==> src/rtl/sev_seg_pkg.sv <==
// Shared types and constants for the two-digit multiplexed seven-segment scanner.
package sev_seg_pkg;

  typedef enum logic [1:0] {
    TENS  = 2'd0,
    GAP_T = 2'd1,
    ONES  = 2'd2,
    GAP_O = 2'd3
  } scan_state_t;

  localparam logic [6:0] SEG_ZERO  = 7'b1111110;
  localparam logic [6:0] SEG_BLANK = 7'b0000000;
  localparam logic [6:0] SEG_ERR   = 7'b0000001;

  localparam int DIG_TENS = 1;
  localparam int DIG_ONES = 0;

  // Applies output polarity to an active-high segment pattern.
  function automatic logic [6:0] seg_drive(input logic [6:0] pat, input logic active_low);
    return pat ^ {7{active_low}};
  endfunction

endpackage

==> src/rtl/sev_seg_mux_scan_phase_timer.sv <==
// Down-counter timing each scan phase: load (length-1) on entry, done when it reaches zero.
module phase_timer #(
  parameter int W = 4
) (
  input  logic         clk,
  input  logic         rst_n,
  input  logic         clr,
  input  logic         load,
  input  logic [W-1:0] load_val,
  output logic         done
);

  logic [W-1:0] count_q;
  logic [W-1:0] count_d;

  // Next count: clear beats load, load beats decrement; parks at zero.
  always_comb begin
    count_d = count_q;
    if (clr) begin
      count_d = '0;
    end else if (load) begin
      count_d = load_val;
    end else if (count_q != '0) begin
      count_d = count_q - W'(1);
    end else begin
      count_d = count_q;
    end
  end

  // Counter register.
  always_ff @(posedge clk or negedge rst_n) begin
    if (!rst_n) begin
      count_q <= '0;
    end else begin
      count_q <= count_d;
    end
  end

  assign done = (count_q == '0);

endmodule

==> src/rtl/sev_seg_mux_scan.sv <==
// Two-digit time-multiplexed seven-segment scanner with per-frame input latching,
// inter-digit blanking and optional leading-zero suppression.
module sev_seg_mux_scan
  import sev_seg_pkg::*;
#(
  parameter int DWELL_CYCLES   = 50000,
  parameter int BLANK_CYCLES   = 500,
  parameter bit SEG_ACTIVE_LOW = 1'b0,
  parameter bit DIG_ACTIVE_LOW = 1'b1,
  parameter bit LZ_BLANK       = 1'b1
) (
  input  logic       clk,
  input  logic       rst_n,
  input  logic       en,
  input  logic [6:0] tens,
  input  logic [6:0] ones,
  output logic [6:0] seg,
  output logic [1:0] dig,
  output logic       frame_start
);

  localparam int MAX_LEN = (DWELL_CYCLES > BLANK_CYCLES) ? DWELL_CYCLES : BLANK_CYCLES;
  localparam int CNT_W   = (MAX_LEN < 1) ? 1 : $clog2(MAX_LEN + 1);
  localparam logic [CNT_W-1:0] DWELL_LD = CNT_W'(DWELL_CYCLES - 1);
  localparam logic [CNT_W-1:0] BLANK_LD = CNT_W'((BLANK_CYCLES > 0) ? BLANK_CYCLES - 1 : 0);
  localparam bit HAS_GAP = (BLANK_CYCLES > 0);

  generate
    if (DWELL_CYCLES < 1) begin : g_bad_dwell
      $error("sev_seg_mux_scan: DWELL_CYCLES must be >= 1");
    end
  endgenerate

  scan_state_t state_q, state_d;
  logic        idle_q, idle_d;
  logic [6:0]  shadow_tens_q, shadow_tens_d;
  logic [6:0]  shadow_ones_q, shadow_ones_d;
  logic [6:0]  seg_q, seg_d;
  logic [1:0]  dig_q, dig_d;
  logic        frame_start_q, frame_start_d;

  logic             capture_s;
  logic             tmr_clr_s;
  logic             tmr_load_s;
  logic [CNT_W-1:0] tmr_val_s;
  logic             tmr_done_s;
  logic [6:0]       seg_pat_s;
  logic [1:0]       dig_on_s;

  phase_timer #(.W(CNT_W)) u_timer (
    .clk      (clk),
    .rst_n    (rst_n),
    .clr      (tmr_clr_s),
    .load     (tmr_load_s),
    .load_val (tmr_val_s),
    .done     (tmr_done_s)
  );

  // Scan sequencing. idle_q marks a fresh GAP_O entry (reset or en low) so the
  // first frame_start lands BLANK_CYCLES+1 cycles after restart.
  always_comb begin
    state_d    = state_q;
    idle_d     = idle_q;
    capture_s  = 1'b0;
    tmr_clr_s  = 1'b0;
    tmr_load_s = 1'b0;
    tmr_val_s  = '0;
    if (!en) begin
      state_d   = GAP_O;
      idle_d    = 1'b1;
      tmr_clr_s = 1'b1;
    end else if (idle_q) begin
      idle_d     = 1'b0;
      tmr_load_s = 1'b1;
      if (HAS_GAP) begin
        tmr_val_s = BLANK_LD;
      end else begin
        state_d   = TENS;
        capture_s = 1'b1;
        tmr_val_s = DWELL_LD;
      end
    end else if (tmr_done_s) begin
      tmr_load_s = 1'b1;
      case (state_q)
        TENS: begin
          if (HAS_GAP) begin
            state_d   = GAP_T;
            tmr_val_s = BLANK_LD;
          end else begin
            state_d   = ONES;
            tmr_val_s = DWELL_LD;
          end
        end
        GAP_T: begin
          state_d   = ONES;
          tmr_val_s = DWELL_LD;
        end
        ONES: begin
          if (HAS_GAP) begin
            state_d   = GAP_O;
            tmr_val_s = BLANK_LD;
          end else begin
            state_d   = TENS;
            capture_s = 1'b1;
            tmr_val_s = DWELL_LD;
          end
        end
        GAP_O: begin
          state_d   = TENS;
          capture_s = 1'b1;
          tmr_val_s = DWELL_LD;
        end
        default: begin
          state_d    = GAP_O;
          idle_d     = 1'b1;
          tmr_load_s = 1'b0;
          tmr_clr_s  = 1'b1;
        end
      endcase
    end else begin
      state_d = state_q;
    end
  end

  // Shadow registers only change at frame start, so a frame never tears.
  always_comb begin
    if (capture_s) begin
      shadow_tens_d = tens;
      shadow_ones_d = ones;
    end else begin
      shadow_tens_d = shadow_tens_q;
      shadow_ones_d = shadow_ones_q;
    end
  end

  // Output decode from next state so outputs move in lockstep with the state.
  always_comb begin
    seg_pat_s = SEG_BLANK;
    dig_on_s  = 2'b00;
    case (state_d)
      TENS: begin
        if (LZ_BLANK && (shadow_tens_d == SEG_ZERO)) begin
          seg_pat_s = SEG_BLANK;
          dig_on_s  = 2'b00;
        end else begin
          seg_pat_s          = shadow_tens_d;
          dig_on_s[DIG_TENS] = 1'b1;
        end
      end
      ONES: begin
        seg_pat_s          = shadow_ones_d;
        dig_on_s[DIG_ONES] = 1'b1;
      end
      GAP_T, GAP_O: begin
        seg_pat_s = SEG_BLANK;
        dig_on_s  = 2'b00;
      end
      default: begin
        seg_pat_s = SEG_BLANK;
        dig_on_s  = 2'b00;
      end
    endcase
    seg_d         = seg_drive(seg_pat_s, SEG_ACTIVE_LOW);
    dig_d         = dig_on_s ^ {2{DIG_ACTIVE_LOW}};
    frame_start_d = capture_s;
  end

  // State, shadow and output registers.
  always_ff @(posedge clk or negedge rst_n) begin
    if (!rst_n) begin
      state_q       <= GAP_O;
      idle_q        <= 1'b1;
      shadow_tens_q <= 7'b0000000;
      shadow_ones_q <= 7'b0000000;
      seg_q         <= seg_drive(SEG_BLANK, SEG_ACTIVE_LOW);
      dig_q         <= {2{DIG_ACTIVE_LOW}};
      frame_start_q <= 1'b0;
    end else begin
      state_q       <= state_d;
      idle_q        <= idle_d;
      shadow_tens_q <= shadow_tens_d;
      shadow_ones_q <= shadow_ones_d;
      seg_q         <= seg_d;
      dig_q         <= dig_d;
      frame_start_q <= frame_start_d;
    end
  end

  assign seg         = seg_q;
  assign dig         = dig_q;
  assign frame_start = frame_start_q;

endmodule

==> config.mk <==
export PLATFORM = sky130hd
export DESIGN_NAME = sev_seg_mux_scan
export DESIGN_NICKNAME = d
export VERILOG_FILES = /design/src/rtl/sev_seg_pkg.sv /design/src/rtl/sev_seg_mux_scan_phase_timer.sv /design/src/rtl/sev_seg_mux_scan.sv
export SDC_FILE = /design/constraint.sdc
export NUM_CORES = 1
export LEC_CHECK = 0
export BUFFER_PORTS_ARGS = -buffer_cell sky130_fd_sc_hd__buf_2
export CAP_MARGIN = 20
export CORE_MARGIN = 1.5
export CORE_UTILIZATION = 32
export CTS_BUF_LIST = sky130_fd_sc_hd__clkbuf_8
export DETAILED_ROUTE_END_ITERATION = 10
export PLACE_DENSITY = 0.53
export SLEW_MARGIN = 25
export SYNTH_ARGS = -nofsm -noshare
export SYNTH_HDL_FRONTEND = slang
export SYNTH_HIERARCHICAL = 1
export SYNTH_SLANG_ARGS = --single-unit
==> constraint.sdc <==
create_clock -name clk -period 2.5 [get_ports clk]
set_input_delay 0.375 -clock clk [delete_from_list [all_inputs] [get_ports clk]]
set_output_delay 0.375 -clock clk [all_outputs]
set_load 0.05 [all_outputs]
==> metrics.csv, run 1 <==
stage;metric;value;unit
power;p_per_area;1040;nW/um^2
cts;hold_buffers;0;
global_route;grt_start_max_net_pins;43;
placed_design;gp_congestion;0.781;
floorplanning;die_h;86.5;microns
global_route;antenna_found_initial;0;
cells_and_area;nFillCells;694;
drt;viasPerCell;4.85;
timing;setup_viol;0;
timing;period_minus_slack;2310;ps
global_route;top_usage_layer;met2;
cells_and_area;multi_input_area;1100;sq um
placed_design;hpwl;3500;microns
placed_design;placed_cells;346;
timing;hold_viol_final;0;
logic_synthesis;ys_ff_latch;43;
floorplanning;die_x;86.5;microns
cts;cts-buffers-inserted;5;
drt;wl_per_cell;14.0;microns
power;p_leak;1.28;nW
placed_design;dpl_cell_area;2540;sq um
floorplanning;io_pins;27;
timing;finalCritPeriodShare;0.924;
power;total_power;2.78;mW
timing;fin_skew;12.0;ps
cts;clock-sinks;43;
logic_synthesis;synth.cell_area;2230;sq um
run_status;outcome;complete, no violations;
drt;detail_route.first_pass.iterations;4;
setup_path;worstSetupPathType;flip-flop to flip-flop;
setup_path;r2r_slack;190;ps
logic_synthesis;syn_area_per_cell;9.71;sq um
timing;setup_ws;190;ps
setup_path;arrival;2500;ps
floorplanning;core;6760;sq um
cells_and_area;final_cells;354;
cells_and_area;seq_area;1080;sq um
timing;fmax;433;MHz
power;ir_drop;296;uV
drt;drc;0;
floorplanning;dieArea;7490;sq um
placed_design;pre_cts_ws;82.1;ps
drt;ant_nets;0;
global_route;grt_usage;0.145;
timing;worst_pin_slew;552;ps
cts;clkLatencyLatePin;300;ps
drt;via_count;1716;
cts;cts_tree;built;
global_route;use_met1;0.196;
cts;clk_pin_slew;90;ps
logic_synthesis;synth_edf_count;0;
global_route;grt_overflow_total;0;
cts;htreeDepth;2;
setup_path;crit_required;2690;ps
timing;fin_setup_tns;0;ps
setup_path;reg2regPathDepth;9;
cells_and_area;drive_gt1_frac;0.281;
logic_synthesis;synth.top_cell.area_share;0.426;
timing;relSlewSlack;0.632;
job;drv_cap;0;
logic_synthesis;yosys_warnings;6;
logic_synthesis;synth_top_cell_by_area;dfrtp_1;
logic_synthesis;seq_area_frac_synth;0.485;
global_route;grt_pass1_vias;1757;
logic_synthesis;async_reset_ff_frac;1.00;
cells_and_area;fin_area;2670;sq um
drt;wl;4950;microns
cells_and_area;final_nets;294;
drt;drt_iter0_markers;73;
setup_path;reg2reg_to;seg[4];
logic_synthesis;synth_area_leaders;dfrtp_1, nand2_1, dfstp_2;
placed_design;port_buffers;26;
floorplanning;start_util;0.331;
cts;cts_root_buf;clkbuf_8;
global_route;gr-usage-met3;0.0324;
floorplanning;rows;30;
global_route;grt_use_met2;0.233;
timing;rsz0062_at_grt;no;
timing;final_max_slew_viol_count;0;
cells_and_area;syn_to_final_growth;19.4;%
worst_hold_path;min_path_type;input pin to asynchronous set/reset pin;
setup_path;r2r-start;u_timer/count_q[0];
cts;clk_path_buf_depth;2;
logic_synthesis;synthFlopType;dfrtp_1;
global_route;grt_pass1_wl;8440;microns
logic_synthesis;ys_types;49;
setup_path;cp-end-kind;flip-flop;
cells_and_area;antenna_cells;0;
setup_path;crit_path_start_kind;flip-flop;
logic_synthesis;synth_cells;230;
setup_path;cp_max_fo;9;
report_power, final:
part           internal [mW]  switching (mW)
logic                  0.530           0.606
registers              0.901           0.179
clock network          0.298           0.261
registers in the layout, summed over array words and instances (netlist names):
register	flops
dig	2
frame_start	1
idle_q	1
seg	7
shadow_ones_q	7
shadow_tens_q	7
state_q	2
u_timer/count_q	16
placed cells by master, fill, tap and decap left out, types with 2 or more instances in the layout:
cell type   n
o2bb2ai_1   2
nor3_2      3
nor3_1      6
nor4_1      2
xnor2_1    10
or4_1       2
a21oi_1    11
nor2_1     23
inv_2       2
clkbuf_8    5
dfrtp_1    38
xor2_1      4
mux2_2      5
nand2_1    45
ha_1        4
dfstp_2     5
o21ai_0     3
buf_2      25
inv_1       8
nor2b_1     6
buf_4      15
mux2i_1     2
nand4_1     5
a211oi_2    3
a31oi_1     2
nand3_1     6
conb_1      4
a211oi_1    3
a32o_1      2
critical path, stage by stage (launching register included):
cell     delay (ps)
dfrtp_1         450
inv_1            80
ha_1            170
nor4b_2         220
and4_4          300
nor2b_1         180
mux2_4          360
inv_1           100
nor2_1           80
a32o_1          260
synthesized netlist by cell type (2+ instances only):
| cell type | instances |
|---|---|
| mux2_2 | 5 |
| nor4_1 | 2 |
| xnor2_1 | 10 |
| buf_2 | 2 |
| xor2_1 | 4 |
| ha_1 | 4 |
| o2bb2ai_1 | 2 |
| a21oi_1 | 11 |
| dfstp_2 | 5 |
| o21ai_0 | 3 |
| nand4_1 | 5 |
| nand3_1 | 6 |
| nand2_1 | 45 |
| or4_1 | 2 |
| a32o_1 | 2 |
| inv_2 | 2 |
| buf_4 | 2 |
| a211oi_1 | 3 |
| nor3_1 | 6 |
| clkbuf_1 | 3 |
| a31oi_1 | 2 |
| nor2b_1 | 6 |
| dfrtp_1 | 38 |
| a211oi_2 | 3 |
| inv_1 | 8 |
| nor2_1 | 23 |
| nor3_2 | 3 |
| mux2i_1 | 2 |
routing by layer:
metal | part of all wire | up-vias
li1 | - | 868
met4 | 0.013 | 0
met1 | 0.49 | 809
met5 | 0 | -
met2 | 0.47 | 32
met3 | 0.031 | 7
worst max-delay path by stage:
stage | cells past startpoint | start | end | slack (ps)
3_5_place_dp | 8 | u_timer/count_q[0] | seg[2] | 80
6_report | 9 | u_timer/count_q[0] | seg[4] | 190
3_3_place_gp | 8 | u_timer/count_q[0] | seg[2] | 190
4_1_cts | 8 | u_timer/count_q[0] | seg[2] | 50
2_1_floorplan | 11 | u_timer/count_q[0] | seg[4] | 190
5_1_grt | 9 | u_timer/count_q[0] | seg[4] | 50
through the flow:
| step | utilization | hold slack, ps |
|---|---|---|
| after floorplan | - | 79.4 |
| after global placement | 0.376 | 463 |
| after detailed placement | 0.376 | 466 |
| after CTS | 0.393 | 255 |
| after global routing | 0.395 | 82.0 |
| final | 0.395 | 52.7 |
layout make-up:
cell class | instances | share of cell area
inverter | 10 | 0.0141
sequential | 43 | 0.406
tap | 80 | 0.0375
clock inverter | 3 | 0.0164
multi-input combinational | 173 | 0.411
timing repair buffer | 40 | 0.0891
clock buffer | 5 | 0.0258
timing repair:
item / 4_1_cts / 5_1_grt
endpoints found under the setup margin: 0 / 17
setup buffers: 0 / 0
gates resized for setup: 0 / 3
logic make-up (layout without fill, tap and decap cells):
| family | count (synthesis) | in the layout | synth area share |
|---|---|---|---|
| AND/OR/NAND/NOR | 110 | 110 | 0.256 |
| flip-flops | 43 | 43 | 0.485 |
| AO/OA/AOI/OAI | 33 | 33 | 0.106 |
| buffers and inverters | 17 | 58 | 0.0331 |
| XOR/XNOR | 14 | 14 | 0.0549 |
| multiplexers | 8 | 8 | 0.0409 |
| adder cells (fa/ha/maj) | 4 | 4 | 0.0224 |
| other | 1 | 4 | 0.00168 |
(Power assumes the default switching activity.)
==> run 2: changes to the inputs <==
- CORE_UTILIZATION: 32 -> 50
- GPL_TIMING_DRIVEN: default -> 0
- PLACE_DENSITY: 0.53 -> 0.74
==> run 2 against run 1 <==
  * Hold slack improved by 3.2 ps
  * Via count rose by 3.6%
  * Design area fell by 1.1%
  * Wire length fell by 6.6%
  * Highest routed layer unchanged
  * Critical path depth did not move
==> metrics.csv, run 2 (synthesis results as in run 1) <==
stage;metric;value;unit;change
placed_design;port_buffers;26;;unchanged
setup_path;crit_path_start_kind;flip-flop;;
floorplanning;dieArea;4880;sq um;-35%
placed_design;hpwl;3150;microns;-10%
cts;clk_path_buf_depth;2;;unchanged
cts;clk_pin_slew;90;ps;about the same
timing;relSlewSlack;0.639;;+0.00725
timing;finalCritPeriodShare;0.962;;+0.0380
setup_path;cp-end-kind;flip-flop;;
cells_and_area;syn_to_final_growth;18.2;%;
setup_path;cp_max_fo;7;;-2
timing;worst_pin_slew;541;ps;-10.9 ps
power;p_per_area;1090;nW/um^2;+4.5%
placed_design;placed_cells;311;;-10%
drt;drc;0;;unchanged
cells_and_area;final_nets;290;;-1.4%
cells_and_area;layout_common_cells;nand2_1, dfrtp_1, buf_2;;
worst_hold_path;min_path_type;input pin to asynchronous set/reset pin;;
cells_and_area;drive_gt1_frac;0.278;;-0.00324
job;drv_cap;0;;unchanged
cells_and_area;antenna_cells;0;;unchanged
cts;clock-sinks;43;;unchanged
global_route;grt_usage;0.196;;+0.0512
drt;detail_route.first_pass.iterations;4;;unchanged
drt;wl_per_cell;14.4;microns;+2.7%
setup_path;arrival;2600;ps;+100 ps
floorplanning;io_pins;27;;unchanged
global_route;grt_overflow_total;0;;unchanged
floorplanning;rows;24;;-20%
setup_path;r2r_slack;100;ps;-90 ps
cts;clkLatencyLatePin;300;ps;about the same
drt;ant_nets;0;;unchanged
timing;period_minus_slack;2400;ps;+95.0 ps
timing;setup_viol;0;;unchanged
setup_path;crit_required;2690;ps;about the same
power;ir_drop;480;uV;+62%
timing;hold_viol_final;0;;unchanged
global_route;grt_pass1_vias;1689;;-3.9%
setup_path;slowest_delay;430;ps;-20 ps
power;p_leak;1.27;nW;-0.84%
cells_and_area;nFillCells;390;;-44%
setup_path;reg2reg_to;seg[4];;
floorplanning;core;4320;sq um;-36%
cts;cts_tree;built;;
floorplanning;die_x;69.8;microns;-19%
timing;final_max_slew_viol_count;0;;unchanged
setup_path;cpMaxStageDelayCell;dfrtp_1;;
cells_and_area;regMostFlops;u_timer/count_q;;
setup_path;worstSetupPathType;flip-flop to flip-flop;;
cts;cts-buffers-inserted;5;;unchanged
placed_design;gp_congestion;0.802;;+2.8%
drt;via_count;1778;;+3.6%
drt;drt_iter0_markers;75;;+2.7%
floorplanning;die_h;69.8;microns;-19%
timing;fin_skew;10.8;ps;-1.23 ps
cells_and_area;final_cells;322;;-9.0%
setup_path;r2r-start;u_timer/count_q[7];;
floorplanning;start_util;0.516;;+0.186
setup_path;reg2regPathDepth;9;;unchanged
cells_and_area;largest_reg_flops;16;;unchanged
global_route;grt_pass1_wl;7720;microns;-8.5%
cells_and_area;finalCoreUtilization;0.610;;+0.215
cts;cts_root_buf;clkbuf_8;;
global_route;antenna_found_initial;0;;unchanged
timing;fmax;416;MHz;-3.9%
cells_and_area;layout_commonest_cell;nand2_1;;
setup_path;path_cells;nor3_1 -> and4_1 -> buf_6 -> ha_1 -> nor2b_1 -> o21a_2 -> inv_2 -> nor2_1 -> a32o_1;;
global_route;grt_start_max_net_pins;44;;+2.3%
drt;viasPerCell;5.52;;+14%
drt;wl;4620;microns;-6.6%
run_status;outcome;complete, no violations;;
cts;htreeDepth;2;;unchanged
-- run 2: final cells by class --
| type | instances | area (sq um) | share of cell area |
|---|---|---|---|
| multi-input combinational | 173 | 1120 | 0.425 |
| sequential | 43 | 1080 | 0.410 |
| timing repair buffer | 29 | 155 | 0.0588 |
| clock buffer | 5 | 68.8 | 0.0261 |
| tap | 52 | 65.1 | 0.0247 |
| clock inverter | 3 | 63.8 | 0.0242 |
| buffer | 7 | 43.8 | 0.0166 |
| inverter | 10 | 37.5 | 0.0142 |
-- run 2: repair_timing --
action,CTS,global route
resized for setup,5,7
buffers inserted,1,2
hold buffers,0,0
setup endpoints to repair,21,24
-- run 2: worst max path at each step --
| stage | endpoint | slack (ps) | cells past startpoint | startpoint |
|---|---|---|---|---|
| global route | seg[4] | -10 | 11 | u_timer/count_q[1] |
| CTS | seg[4] | 20 | 11 | u_timer/count_q[1] |
| global placement | seg[4] | -110 | 11 | u_timer/count_q[0] |
| finish | seg[4] | 100 | 9 | u_timer/count_q[7] |
| floorplan | seg[4] | 190 | 11 | u_timer/count_q[0] |
| detailed placement | u_timer/count_q[2] | -130 | 11 | u_timer/count_q[0] |
-- run 2: worst max-delay path, delay by kind of cell, from the launching register on --
family / cells / cell delay (ps)
buffers and inverters: 2 / 240
DFF: 1 / 430
AOI/OAI and AO/OA: 2 / 490
adders and majority gates: 1 / 230
and+or+nand+nor: 4 / 900
-- run 2: metal layers --
metal / vias to the layer above / GRT usage / part of all wire
met3: 11 / 0.0436 / 0.042
met1: 857 / 0.255 / 0.46
li1: 866 / - / -
met5: - / 0 / 0
met4: 0 / 0.0684 / 0.020
met2: 44 / 0.324 / 0.48
-- run 2: power breakdown --
part | switching [mW] | leakage (nW) | internal (mW)
logic | 0.601 | 0.639 | 0.529
clock network | 0.242 | 0.0695 | 0.395
registers | 0.200 | 0.560 | 0.901
total | 1.04 | 1.27 | 1.83
-- run 2: through the flow --
stage / setup WS [ps] / total power, mW / setup TNS, ps / hold slack, ps / cell area [sq um]
6_report: 95.2 / 2.87 / 0 / 55.9 / 2640
5_1_grt: -11.8 / 3.05 / -23.0 / 98.6 / 2640
4_1_cts: 15.9 / 2.81 / 0 / 252 / 2590
3_5_place_dp: -132 / 2.13 / -2010 / 469 / 2440
3_3_place_gp: -110 / 2.10 / -1020 / 462 / 2440
2_1_floorplan: 195 / 1.91 / 0 / 79.4 / 2240
==> run 3: changes to the inputs <==
- GPL_TIMING_DRIVEN: 0 -> 1
- PLACE_DENSITY: 0.74 -> 0.75
- SYNTH_HIERARCHICAL: 1 -> default
==> run 3 against run 2 <==
  * Sequential power is 27% lower
  * Core utilization is 1.0 points higher
  * Register-to-register slack better by 200 ps
  * Clock-buffer cell count stayed put
  * Synthesized cell count is 21% lower
  * Clock skew is 5.6 ps lower
  * Synthesized area is 9.0% lower
  * Combinational power is 82% lower
  * Largest cell class is now flip-flops and latches
  * Highest routed layer unchanged
==> metrics.csv, run 3 <==
stage;metric;value;unit;change
worst_hold_path;min_path_type;input pin to asynchronous set/reset pin;;
logic_synthesis;synth_edf_count;0;;unchanged
setup_path;r2r-start;u_timer.count_q[0];;
floorplanning;core;3770;sq um;-13%
power;p_leak;1.14;nW;-9.8%
timing;period_minus_slack;2210;ps;-196 ps
logic_synthesis;yosys_warnings;0;;-6
global_route;grt_start_max_net_pins;44;;unchanged
setup_path;cpMaxStageDelayCell;dfrtp_1;;
global_route;grt_usage;0.198;;+0.00143
timing;setup_viol;0;;unchanged
setup_path;crit_required;2690;ps;about the same
cts;cts_resized;0;;-5
job;drv_cap;0;;unchanged
drt;drc;0;;unchanged
global_route;grt_overflow_total;0;;unchanged
logic_synthesis;synth.top_cell.area_share;0.468;;+0.0422
cells_and_area;syn_to_final_growth;15.1;%;
cells_and_area;layout_common_cells;dfrtp_1, buf_2, inv_1;;
timing;worst_pin_slew;620;ps;+78.8 ps
timing;rsz0062_at_grt;no;;
logic_synthesis;synth_cells;182;;-21%
logic_synthesis;syn_area_per_cell;11.2;sq um;+15%
setup_path;slowest_delay;410;ps;-20 ps
logic_synthesis;ys_types;38;;-22%
placed_design;gp_congestion;0.805;;+0.29%
floorplanning;io_pins;27;;unchanged
cts;clk_pin_slew;80;ps;about the same
cts;post-cts-setup-buffers;0;;-1
placed_design;port_buffers;26;;unchanged
setup_path;arrival;2400;ps;-200 ps
cells_and_area;drive_gt1_frac;0.227;;-0.0509
placed_design;hpwl;2790;microns;-11%
timing;finalCritPeriodShare;0.883;;-0.0785
drt;ant_nets;0;;unchanged
floorplanning;start_util;0.539;;+0.0223
cts;clk_path_buf_depth;2;;unchanged
logic_synthesis;seq_area_frac_synth;0.533;;+0.0480
setup_path;reg2regPathDepth;7;;-2
setup_path;r2r_slack;290;ps;+200 ps
cells_and_area;antenna_cells;0;;unchanged
timing;final_max_slew_viol_count;0;;unchanged
drt;via_count;1424;;-20%
floorplanning;rows;22;;-8.3%
timing;fmax;453;MHz;+8.9%
cts;clkLatencyLatePin;290;ps;about the same
placed_design;placed_cells;256;;-18%
floorplanning;dieArea;4460;sq um;-8.6%
timing;hold_viol_final;0;;unchanged
logic_synthesis;synth_top_cell_by_area;dfrtp_1;;
cells_and_area;layout_commonest_cell;dfrtp_1;;
setup_path;crit_path_start_kind;flip-flop;;
cts;cts_root_buf;clkbuf_8;;
cts;cts-buffers-inserted;5;;unchanged
logic_synthesis;synth_area_leaders;dfrtp_1, mux2i_1, dfstp_2;;
logic_synthesis;ys_ff_latch;43;;unchanged
setup_path;cp_max_fo;8;;+1
global_route;grt_pass1_vias;1483;;-12%
setup_path;path_cells;inv_1 -> ha_1 -> nor3b_1 -> nand4_2 -> or2_1 -> mux2i_4 -> o32ai_1;;
cts;clock-sinks;43;;unchanged
cells_and_area;final_cells;264;;-18%
global_route;antenna_found_initial;0;;unchanged
setup_path;worstSetupPathType;flip-flop to flip-flop;;
cells_and_area;regMostFlops;u_timer.count_q;;
setup_path;reg2reg_to;seg[6];;
power;p_per_area;657;nW/um^2;-40%
logic_synthesis;async_reset_ff_frac;1.00;;unchanged
floorplanning;die_x;66.8;microns;-4.4%
run_status;outcome;complete, no violations;;
timing;relSlewSlack;0.582;;-0.0569
timing;fin_setup_tns;0;ps;unchanged
timing;fin_skew;5.21;ps;-5.56 ps
logic_synthesis;synthFlopType;dfrtp_1;;
cts;htreeDepth;2;;unchanged
logic_synthesis;synth.cell_area;2030;sq um;-9.0%
logic_synthesis;synth_most_common_cell;dfrtp_1;;
drt;drt_iter0_markers;44;;-41%
floorplanning;die_h;66.8;microns;-4.4%
logic_synthesis;synth_common_cells;dfrtp_1, inv_1, mux2i_1;;
setup_path;cp-end-kind;flip-flop;;
cells_and_area;largest_reg_flops;16;;unchanged
cts;cts_tree;built;;
drt;wl_per_cell;14.2;microns;-0.99%
power;ir_drop;346;uV;-28%
drt;viasPerCell;5.39;;-2.3%
logic_synthesis;synth_nets;205;;
drt;wl;3750;microns;-19%
setup_path;startpoint;u_timer.count_q[0];;
global_route;grt_pass1_wl;6480;microns;-16%
drt;detail_route.first_pass.iterations;4;;unchanged
cells_and_area;final_nets;238;;-18%
cts;hold_buffers;0;;unchanged
-- run 3: metal layers --
metal / GRT usage / share of wire / vias up
li1: - / - / 699
met5: 0 / 0 / -
met2: 0.340 / 0.49 / 38
met4: 0.0893 / 0.021 / 0
met1: 0.237 / 0.45 / 678
met3: 0.0405 / 0.037 / 9
-- run 3: kinds of logic after synthesis --
kind of cell,synth area share
AND/OR/NAND/NOR,0.143
flip-flops,0.533
AO/OA/AOI/OAI,0.0917
buffers and inverters,0.0431
multiplexers,0.100
XOR/XNOR,0.0517
adder cells (fa/ha/maj),0.0369
-- run 3: power by group --
group / leakage [nW] / internal (mW) / switching (mW)
combinational: 0.524 / 0.0820 / 0.118
clock: 0.0581 / 0.297 / 0.231
sequential: 0.563 / 0.763 / 0.0448
-- run 3: how the worst max path moves through the flow --
stage,endpoint,slack (ps),cells after the start
global route,seg[4],130,7
global placement,seg[2],380,7
CTS,seg[6],280,7
finish,seg[6],290,7
detailed placement,seg[6],310,7
floorplan,seg[2],530,8
-- run 3: cell type report --
type                       count  area (sq um)
tap                           48          60.1
timing repair buffer          29           155
clock buffer                   5          68.8
multi-input combinational    118           862
clock inverter                 3          43.8
fill                         309          1430
inverter                      18          67.6
sequential                    43          1080
-- run 3: stage by stage --
stage          utilization  hold WS [ps]  power [mW]  setup WS, ps  area [sq um]
2_1_floorplan            -          79.4       0.950           529          2030
3_3_place_gp         0.590           468        1.02           383          2220
3_5_place_dp         0.590           474        1.02           307          2220
4_1_cts              0.620           241        1.56           275          2340
5_1_grt              0.620           100        1.62           134          2340
6_report             0.620          48.5        1.54           291          2340
-- run 3: critical path, delay by kind of cell, from the launching register on --
| family | cells | cell delay [ps] |
|---|---|---|
| flops | 1 | 410 |
| fa+ha+maj | 1 | 150 |
| simple gates | 3 | 840 |
| buf+inv | 1 | 120 |
| mux | 1 | 260 |
| compound gates | 1 | 320 |
